File: src/rtl/pc_trace_pkg.sv
// Shared types and constants for the PC trace monitor.
// Record width follows PC_TRACE_TS_EN (adds a 32-bit timestamp).
package pc_trace_pkg;

  localparam logic [31:0] HALT_MARKER = 32'hFFFF_FFFF;

`ifdef PC_TRACE_TS_EN
  localparam int REC_W = 64;
`else
  localparam int REC_W = 32;
`endif

  localparam int REC_BYTES = REC_W / 8;

  typedef enum logic {
    IDLE,
    SEND
  } ser_state_e;

endpackage

File: src/rtl/pc_trace_monitor_fifo.sv
// Synchronous FIFO for trace records.
// The caller guarantees no write when full and no read when empty.
module sync_fifo #(
  parameter int WIDTH = 32,
  parameter int DEPTH = 16
) (
  input  logic             clk,
  input  logic             rstn,
  input  logic             wr_en_i,
  input  logic [WIDTH-1:0] wr_data_i,
  input  logic             rd_en_i,
  output logic [WIDTH-1:0] rd_data_o,
  output logic             full_o,
  output logic             empty_o
);
  localparam int AW = $clog2(DEPTH);

  logic [WIDTH-1:0] mem_q [DEPTH];
  logic [AW:0]      wr_ptr_q;
  logic [AW:0]      rd_ptr_q;

  assign empty_o = (wr_ptr_q == rd_ptr_q);
  assign full_o  = (wr_ptr_q[AW] != rd_ptr_q[AW]) &&
                   (wr_ptr_q[AW-1:0] == rd_ptr_q[AW-1:0]);
  assign rd_data_o = mem_q[rd_ptr_q[AW-1:0]];

  always_ff @(posedge clk) begin
    if (wr_en_i) mem_q[wr_ptr_q[AW-1:0]] <= wr_data_i;
  end

  always_ff @(posedge clk or negedge rstn) begin
    if (!rstn) begin
      wr_ptr_q <= '0;
      rd_ptr_q <= '0;
    end else begin
      if (wr_en_i) wr_ptr_q <= wr_ptr_q + (AW+1)'(1);
      if (rd_en_i) rd_ptr_q <= rd_ptr_q + (AW+1)'(1);
    end
  end

endmodule

File: src/rtl/pc_trace_monitor.sv
// PC change tracer with halt detection and LE byte-stream output.
// Define PC_TRACE_TS_EN to prefix each record with a cycle timestamp.
module pc_trace_monitor
  import pc_trace_pkg::*;
#(
  parameter int DEPTH       = 16,
  parameter int HALT_CYCLES = 8
) (
  input  logic        clk,
  input  logic        rstn,
  input  logic [31:0] pc_,
  input  logic        trace_en,
  output logic [7:0]  tx_data,
  output logic        tx_valid,
  input  logic        tx_ready,
  output logic        halted,
  output logic [31:0] cycle_cnt,
  output logic        overflow
);
  localparam int SW = $clog2(HALT_CYCLES + 1);
  localparam int IW = $clog2(REC_BYTES);

  logic [31:0]      pc_q;
  logic             first_q;
  logic [SW-1:0]    stuck_q, stuck_d;
  logic [31:0]      cnt_q, cnt_d;
  logic             halted_q;
  logic             halt_pend_q;
  logic             ovf_q;
  ser_state_e       state_q;
  logic [IW-1:0]    idx_q;
  logic [REC_W-1:0] shreg_q;
  logic [7:0]       txd_q;
  logic             txv_q;

  logic             change, same, halt_hit;
  logic             pc_push, mk_push, wr_en, pop;
  logic             full, empty;
  logic [31:0]      wr_pc;
  logic [REC_W-1:0] wr_rec, rd_rec;

  assign change   = first_q | (pc_ != pc_q);
  assign same     = ~change;
  assign halt_hit = ~halted_q & same &
                    (stuck_q == SW'(HALT_CYCLES - 1));
  assign pc_push  = change & trace_en & ~halted_q;
  // The marker bypasses trace_en and waits for room
  assign mk_push  = halt_pend_q & ~full;
  assign wr_en    = (pc_push & ~full) | mk_push;
  assign wr_pc    = mk_push ? HALT_MARKER : pc_;
`ifdef PC_TRACE_TS_EN
  assign wr_rec   = {cnt_q, wr_pc};
`else
  assign wr_rec   = wr_pc;
`endif
  assign pop      = (state_q == IDLE) & ~empty;

  assign tx_data   = txd_q;
  assign tx_valid  = txv_q;
  assign halted    = halted_q;
  assign cycle_cnt = cnt_q;
  assign overflow  = ovf_q;

  always_comb begin
    stuck_d = stuck_q;
    if (change) stuck_d = '0;
    else if (stuck_q != SW'(HALT_CYCLES))
      stuck_d = stuck_q + SW'(1);
    cnt_d = cnt_q;
    if (!halted_q && cnt_q != '1)
      cnt_d = cnt_q + 32'd1;
  end

  always_ff @(posedge clk or negedge rstn) begin
    if (!rstn) begin
      pc_q        <= '0;
      first_q     <= 1'b1;
      stuck_q     <= '0;
      cnt_q       <= '0;
      halted_q    <= 1'b0;
      halt_pend_q <= 1'b0;
      ovf_q       <= 1'b0;
    end else begin
      pc_q    <= pc_;
      first_q <= 1'b0;
      stuck_q <= stuck_d;
      cnt_q   <= cnt_d;
      if (halt_hit) halted_q <= 1'b1;
      if (pc_push & full) ovf_q <= 1'b1;
      if (halt_hit) halt_pend_q <= 1'b1;
      else if (mk_push) halt_pend_q <= 1'b0;
    end
  end

  always_ff @(posedge clk or negedge rstn) begin
    if (!rstn) begin
      state_q <= IDLE;
      idx_q   <= '0;
      shreg_q <= '0;
      txd_q   <= '0;
      txv_q   <= 1'b0;
    end else begin
      unique case (state_q)
        IDLE: begin
          if (pop) begin
            txd_q   <= rd_rec[7:0];
            shreg_q <= rd_rec >> 8;
            txv_q   <= 1'b1;
            idx_q   <= '0;
            state_q <= SEND;
          end
        end
        SEND: begin
          if (tx_ready) begin
            if (idx_q == IW'(REC_BYTES - 1)) begin
              txv_q   <= 1'b0;
              state_q <= IDLE;
            end else begin
              idx_q   <= idx_q + IW'(1);
              txd_q   <= shreg_q[7:0];
              shreg_q <= shreg_q >> 8;
            end
          end
        end
      endcase
    end
  end

  sync_fifo #(
    .WIDTH(REC_W),
    .DEPTH(DEPTH)
  ) u_fifo (
    .clk      (clk),
    .rstn     (rstn),
    .wr_en_i  (wr_en),
    .wr_data_i(wr_rec),
    .rd_en_i  (pop),
    .rd_data_o(rd_rec),
    .full_o   (full),
    .empty_o  (empty)
  );

endmodule

File: config.mk
export PLATFORM = sky130hd
export DESIGN_NAME = pc_trace_monitor
export DESIGN_NICKNAME = d
export VERILOG_FILES = /design/src/rtl/pc_trace_pkg.sv /design/src/rtl/pc_trace_monitor_fifo.sv /design/src/rtl/pc_trace_monitor.sv
export SDC_FILE = /design/constraint.sdc
export NUM_CORES = 1
export LEC_CHECK = 0
export ABC_AREA = 1
export CAP_MARGIN = 20
export CELL_PAD_IN_SITES_DETAIL_PLACEMENT = 1
export CELL_PAD_IN_SITES_GLOBAL_PLACEMENT = 1
export CORE_UTILIZATION = 45
export DETAILED_ROUTE_END_ITERATION = 10
export PLACE_DENSITY = 0.73
export SLEW_MARGIN = 0
export SYNTH_ARGS = -nofsm -noshare
export SYNTH_HDL_FRONTEND = slang
export SYNTH_SLANG_ARGS = --single-unit
File: constraint.sdc
create_clock -name clk -period 3.3 [get_ports clk]
set_clock_uncertainty 0.2 [all_clocks]
set_input_delay 0.825 -clock clk [delete_from_list [all_inputs] [get_ports clk]]
set_output_delay 0.825 -clock clk [all_outputs]
set_load 0.02 [all_outputs]
==> results of run 1 <==
layout make-up:
| type | instances | share of cell area |
|---|---|---|
| Timing Repair Buffer | 152 | 0.0598 |
| Inverter | 120 | 0.0151 |
| Sequential cell | 630 | 0.600 |
| Clock buffer | 86 | 0.0589 |
| Antenna cell | 1 | 0.0000819 |
| Clock inverter | 39 | 0.0102 |
| Multi-Input combinational cell | 1375 | 0.224 |
| Tap cell | 765 | 0.0313 |
power by group:
group | total (mW) | switching (mW) | internal (mW)
sequential | 8.99 | 0.175 | 8.82
clock | 7.38 | 3.18 | 4.20
combinational | 6.27 | 4.48 | 1.78
cell families after synthesis:
kind of cell	count (synthesis)	share of synthesized area
and+or+nand+nor	881	0.138
other	1	0.000143
muxes	1	0.000383
adders and majority gates	9	0.00430
buffers and inverters	243	0.0453
AOI/OAI and AO/OA	430	0.0941
DFF	630	0.700
xor gates and xnor gates	53	0.0177
cells in the mapped netlist (3+ instances only):
cell type    n
buf_2       49
o21ai_2      7
o21ai_1     49
o211ai_1    49
xnor2_1     23
a31oi_1      6
nor2_2       3
inv_1      112
buf_1        3
edfxtp_1   512
o221ai_1    16
nand4_1     11
nand2_1    374
ha_1         9
nand2_2      6
nand3_2      3
nor3_1      12
xor2_1      30
a21oi_1     28
inv_2        4
o21ai_0    215
nor2_1     343
nor3_2       4
buf_4       10
buf_6       19
o22ai_1     55
clkbuf_1    40
nand3_1    118
dfrtp_1    117
metrics by stage:
stage | instances | total power [mW] | hold WS, ns
after floorplan | 2248 | 13.2 | 0.257
after global placement | 3041 | 15.1 | 0.262
after detailed placement | 3041 | 15.3 | 0.270
after CTS | 3167 | 22.8 | 0.286
after global routing | 3168 | 23.6 | 0.313
final | 3168 | 22.6 | 0.280
worst max path at each step:
stage,startpoint,to,slack [ns],cells after the start
floorplan,pc_[11],u_fifo.mem_q[3][0],-0.60,8
global placement,pc_[15],u_fifo.mem_q[8][15],0.05,14
detailed placement,pc_[15],u_fifo.mem_q[8][8],0.05,14
CTS,cycle_cnt[3],cycle_cnt[3],0.44,1
global route,u_fifo.rd_ptr_q[0],tx_data[6],0.33,8
finish,u_fifo.rd_ptr_q[1],u_fifo.mem_q[13][7],0.44,5
flip-flops by register name, indices dropped and copies added, names as in the netlist:
register,count
shreg_q,24
stuck_q,4
halted,1
tx_data,8
idx_q,2
u_fifo.wr_ptr_q,5
tx_valid,1
u_fifo.mem_q,512
halt_pend_q,1
u_fifo.rd_ptr_q,5
first_q,1
cycle_cnt,32
pc_q,32
overflow,1
state_q,1
metal layers:
layer	vias to the layer above	part of all wire	global-route usage	wire, um
met4	2	0.022	0.0788	1660
li1	8064	-	-	-
met5	-	0.00017	0	13
met2	622	0.48	0.425	36500
met3	112	0.074	0.0576	5650
met1	9213	0.43	0.354	32700
worst max-delay path, delay by kind of cell, from the launching register on:
kind | cells | cell delay, ns
and+or+nand+nor | 4 | 1.38
DFF | 1 | 0.56
xor gates and xnor gates | 1 | 0.20
repair_timing:
action	4_1_cts	5_1_grt
hold buffers	1	0
endpoints found under the hold margin	14	0
resized for setup	0	0
==> results.txt, run 1 <==
The run finished with clean final reports. The global-route total usage across every layer is 0.262, and the number of buffers inserted during clock tree synthesis is 68. The total half-perimeter wirelength after legalization and detailed placement came out at 49,000 um. Timing-limited maximum frequency: 0.350 GHz. The setup slack of the worst register-to-register path is 0.44 ns, and the initial antenna violation count is 2. The average routed wire per standard cell came out at 24.2 um. Sorting the synthesized cells by area gives the leading types as edfxtp_1 (59%), dfrtp_1 (11%), nand2_1 (5.4%), nor2_1 (4.9%), o21ai_0 (4.1%). After detailed routing, the number of remaining DRC violations is 0. In this run the worst hold path is classified as reg2reg.

TritonCTS built the clock tree. The clock passes through at most 3 buffers. The launch point of the worst hold path was tx_data[3]. The origin of the critical flop-to-flop path is u_fifo.rd_ptr_q[1]. The run gives 0 as the setup fix buffers added after clock tree synthesis.

Entering global routing, the biggest net connects 157 pins. For this block, the initial DRC count from the detailed router was 1,626. The worst register-to-register path ends at u_fifo.mem_q[13][7]. The category of the worst setup path launch point was a flip-flop.

The number of cells on the worst reg-to-reg path was 5. For the initial core utilization, the log shows 0.454. Worst min-delay path endpoint: tx_data[3]. The largest total area in the synthesized netlist belongs to edfxtp_1.

The number of cells traversed by the worst hold path is 2, and the area inside the core boundary is 57,600 um2. The signal on the critical path passes through xor2_1 -> nor2_2 -> nand3_1 -> nand2_4 -> nand2_1. The number of sinks driven by the clock tree is 630, and the slew at the pin with the worst max-slew slack is 0.869 ns. STA classifies the critical path endpoint as a flip-flop. Area share of the leading cell type in the synthesized netlist: 0.588. The via density per instance is 5.69.

The pre-CTS setup slack is 0.0490 ns, and the share of cells above drive strength 1 is 0.0962. The tools report the post-synthesis cell count as 2,248. The clock-pin slew on the worst setup and hold paths came out at 0.06 ns. The number of flops mapped to enable cells by yosys is 512, and the final worst-path cycle share is 0.867. The post-synthesis register bit count is 630. The library cell used most frequently in the layout, excluding fill and tap cells, is edfxtp_1. In this run the core area contains 88 standard-cell rows.

Relative to the synthesized area, the layout overhead comes to 16.7%. Number of max-slew violations in the final report: 0. Setup repair after global routing left no endpoint under its margin. On the worst path, the slowest cell contributes a delay of 0.61 ns.

The number of global-route vias before repair is 19,000, and the largest fanout on the critical path is 32. Wires add up to 76,600 um. For the final count of hold timing violations, the log shows 0. Power spread over the standard cell area amounts to 741 nW/um2. The clock root buffer is clkbuf_16. The run gives 6850 um2 as the area taken by multi-input logic gates. After routing the design area is 30,500 um2. The post-route minimum period was 2.86 ns. The share of flip-flops with an asynchronous set or reset is 0.187, and the total setup violations reported at the end of the flow is 0. Dominant register cell in the synthesized netlist: edfxtp_1.

The later pin in the worst-skew pair is clocked with a latency of 0.61 ns. Routability-driven placement finished with a final weighted congestion of 0.873. For the number of warning messages in the yosys log, the log shows 0. In this run the static leakage power is 10.9 nW. STA puts the critical path data required time at 3.22 ns. The number of iterations in the first detailed-routing pass was 6. Summing all placed instances gives a cell area of 28,400 um2. The setup path with the least slack is of type reg2reg.

Setup total negative slack on the finished layout was measured at 0 ns. The boundary pin count is 79, and the number of nets in the finished design is 2,392. The count of max-cap constraint violations was 0. The detail route stage leaves a number of antenna-violating nets equal to 0. The height of the chip works out to 243 um. The synthesized netlist occupies a cell area of 26,200 um2. Port buffering added 78 buffers. A synthesized cell averages 11.6 um2. The slowest stage of the critical path is the nand2_1 cell.

The die covers 59,100 um2. For the maximum vdd drop, the log shows 0.000495 V. For the relative slew slack, the log shows 0.419.

Synthesis produced a netlist with a net count of 2,293. The filler cells instantiated in the layout total 5,941. The arrival time at the worst endpoint is 2.78 ns.

The top cell types in the final layout, fill and taps aside, are edfxtp_1 (512), nand2_1 (374), nor2_1 (342). The sequential standard cell area is 18,300 um2. Core occupancy in the finished layout: 0.531.

The count of vias placed by the detailed router is 18,000, and the width of the die is 243 um. Global routing finished with a remaining overflow of 0. The H-tree generated during clock tree synthesis spans 3 levels. The first global-routing pass estimated 116,000 um of wire. The worst path meets setup with 0.441 ns of slack. The logs give 45 for the post-synthesis cell type count and 0.700 for the register area share after synthesis.
Power figures use the tool's default switching activity.
==> run 2: changes to the inputs <==
--- a/config.mk
+++ b/config.mk
@@ -16,3 +16,4 @@
 export SYNTH_ARGS = -nofsm -noshare
 export SYNTH_HDL_FRONTEND = slang
 export SYNTH_SLANG_ARGS = --single-unit
+export TNS_END_PERCENT = 1
==> run 2 against run 1 <==
Effect of this change:
- first-iteration DRC count rose by 12%
- cell area shrank 0.27%
- total power is 0.54% lower
- count of clock-buffer cells in the layout increased by 3
- die area stayed put
- fmax decreased by 3.1%
- global-route usage shrank 0.56 points
- critical path depth grew 2
- sequential power barely moved
- via count decreased by 0.14%
- clock power shrank 0.5%
- non-clock buffer count decreased by 10
==> results.txt, run 2 (synthesis gave the netlist of run 1 again) <==
The largest net degree at the start of global routing came out at 137 (was 157). Commonest non-fill, non-tap cell in the layout: edfxtp_1 (unchanged). For the initial core utilization, the log shows 0.454 (unchanged).

The static leakage came out at 10.8 nW (was 10.9 nW). Internal power component: 14.8 mW (about the same). The sequential share of power came out at 0.398 (was 0.397). Count of max-cap constraint violations: 0 (unchanged). The run gives 0 (unchanged) as the final count of hold timing violations. The tools report the maximum vdd drop as 0.000477 V (was 0.000495 V).

The final estimated routing congestion in global placement is 0.838 (was 0.873), and the clock-pin slew on the worst setup and hold paths is 0.06 ns (about the same). The tools report the total instance count after detailed placement as 3,031 (was 3,041). The growth of design area from synthesis to finish was 16.4% (was 16.7%). The iteration-0 DRC count of the detailed router is 1,820 (was 1,626).

The post-route minimum period was 2.95 ns (was 2.86 ns). The tools report the capturing element type of the critical path as a flip-flop (unchanged). The height of the chip works out to 243 um (unchanged). Clock root buffer: clkbuf_16 (unchanged). The tools report the category of the worst setup path launch point as a flip-flop (unchanged). The switching part of the total was 0.343 (was 0.346). The total of cells resized after clock tree synthesis is 0 (unchanged), and the number of I/O port buffers is 78 (unchanged). Most frequent cells in the layout: edfxtp_1 (512), nand2_1 (374), nor2_1 (342) (unchanged). The average routed wire per standard cell was 23.8 um (was 24.2 um); the number of iterations in the first detailed-routing pass was 6 (unchanged).

The count of vias placed by the detailed router is 18,000 (about the same), and the total non-filler cell area in the finished layout is 30,500 um2 (about the same). Sequence of cells on the critical path: xor2_1 -> nor2_2 -> nand3_1 -> nand2_4 -> buf_4 -> a21oi_4 -> buf_12 (was xor2_1 -> nor2_2 -> nand3_1 -> nand2_4 -> nand2_1). For the number of placement rows, the log shows 88 (unchanged). The master of the slowest instance on the critical path was dfrtp_4 (was nand2_1). The tools report the overall die area as 59,100 um2 (unchanged).

The count of nets left with antenna violations after detail routing is 0 (unchanged), and the global-route wire length before repair is 115,000 um (was 116,000 um). The global-route congestion overflow total came out at 0 (unchanged). The final worst-path cycle share is 0.894 (was 0.867), and the count of buffer and inverter cells on the critical path is 2 (was 0). The critical path class was reg2reg (unchanged). Area after detailed placement: 28,300 um2 (was 28,400 um2). For the boundary pin count, the log shows 79 (unchanged). Setup repair after global routing left no endpoint under its margin.

The clock insertion delay at the later pin of the skew report is 0.61 ns (about the same), and the slew at the pin with the worst max-slew slack is 1.02 ns (was 0.869 ns). The type of the most critical hold path is reg2reg (unchanged). The via density per instance is 5.71 (was 5.69), and the number of buffers inserted during clock tree synthesis is 68 (unchanged). The total half-perimeter wirelength after legalization and detailed placement is 48,700 um (was 49,000 um).

The relative slew slack is 0.319 (was 0.419), and the timing-limited maximum frequency is 0.339 GHz (was 0.350 GHz). The tools report the portion of total power attributed to the clock network as 0.326 (about the same). The total detailed-routing wirelength came out at 75,000 um (was 76,600 um).

The tools report the number of sinks driven by the clock tree as 630 (unchanged). The largest fanout on the critical path works out to 39 (was 32). The share of cells above drive strength 1 is 0.0922 (was 0.0962). The logs give 1 (was 2) for the initial antenna violation count and 7.73 mW (was 7.84 mW) for the net load switching power. TritonCTS built the clock tree. The required time at the worst-slack endpoint is 3.43 ns (was 3.22 ns), and the number of global-route vias before repair is 18,800 (was 19,000). The level count of the clock H-tree was 3 (unchanged); the count of non-filler cells in the finished layout was 3,152 (was 3,168).

The global-route total usage across every layer is 0.257 (was 0.262). Maximum clock insertion buffer count: 3 (unchanged). The number of flip-flops under the largest register name was 512 (unchanged); the share of total power in combinational logic was 0.275 (was 0.277). The run finished with clean final reports. The number of nets in the finished design was 2,382 (was 2,392). The logs give 0 (unchanged) for the total setup violations reported at the end of the flow and 0 (unchanged) for the number of max-slew violations in the final report.

The delay of the slowest cell on the worst path was 0.53 ns (was 0.61 ns). The tools report the arrival time at the worst endpoint as 3.08 ns (was 2.78 ns). The residual DRC count was 0 (unchanged). The category of cells accounting for the largest share of critical-path delay was simple AND/OR/NAND/NOR gates (unchanged). The width of the die works out to 243 um (unchanged). The power density over the cells is 739 nW/um2 (was 741 nW/um2). The area inside the core boundary came out at 57,600 um2 (unchanged).
## run 2: changes by cell type in the layout (fill, tap and decap cells not counted), sizes merged
cell | before | now
clkinv | 27 | 23
clkbuf | 86 | 89
clkinvlp | 1 | 2
inv | 127 | 122
bufinv | 4 | 3
buf | 74 | 64
## run 2: power by group through the flow
stage | Combinational (mW) | Sequential, mW | Clock, mW
finish | 6.20 | 8.97 | 7.34
global route | 6.76 | 8.99 | 7.74
CTS | 6.18 | 8.97 | 7.48
detailed placement | 6.10 | 9.13 | 0
global placement | 5.90 | 9.12 | 0
floorplan | 4.06 | 9.11 | 0
## run 2: per-layer routing
layer | up-vias | global-route usage | wire, um
li1 | 8050 | - | -
met1 | 9191 | 0.362 | 32700
met2 | 635 | 0.406 | 35100
met3 | 111 | 0.0467 | 5430
met4 | 0 | 0.0786 | 1700
met5 | - | 0 | 0
## run 2: per-stage QoR
| step | hold slack (ns) | setup slack, ns | setup TNS [ns] | power [mW] | util |
|---|---|---|---|---|---|
| after floorplan | 0.257 | -0.595 | -303.10 | 13.2 | - |
| after global placement | 0.266 | 0.0810 | 0 | 15.0 | 0.492 |
| after detailed placement | 0.275 | 0.0420 | 0 | 15.2 | 0.492 |
| after CTS | 0.291 | 0.357 | 0 | 22.6 | 0.529 |
| after global routing | 0.309 | 0.252 | 0 | 23.5 | 0.529 |
| final | 0.286 | 0.350 | 0 | 22.5 | 0.529 |
## run 2: cell type report
class,instances,area [um2]
inverters,120,460
multi-input cells,1375,6850
diodes,1,2.50
fillers,5913,27100
flip-flops and latches,630,18300
well taps,765,957
repair buffers,142,1740
clock buffers,89,1880
clock inverters,30,234
## run 2: what timing repair did
| item | 4_1_cts | 5_1_grt |
|---|---|---|
| setup endpoints to repair | 0 | 0 |
| endpoints found under the hold margin | 26 | 0 |
| setup buffers | 0 | 0 |
| hold buffers | 1 | 0 |
## run 2: path summary, 6_finish.rpt
check                                   startpoint             endpoint  cells after the start  slack, ns
worst max-delay path            u_fifo.rd_ptr_q[1]  u_fifo.mem_q[10][4]                      7       0.35
worst min-delay path                    tx_data[3]           tx_data[3]                      2       0.29
worst max register to register  u_fifo.rd_ptr_q[1]  u_fifo.mem_q[10][4]                      7       0.35
worst min register to register          tx_data[3]           tx_data[3]                      2       0.29
max in group asynchronous                     rstn          shreg_q[15]                      3       1.58
min in group asynchronous                     rstn           shreg_q[4]                      2       0.52
## run 2: tightest hold or removal path, cell delays in order (launching register included)
cell and delay (ns):
dfrtp_1 0.34, nand2_1 0.06, nand2_1 0.05
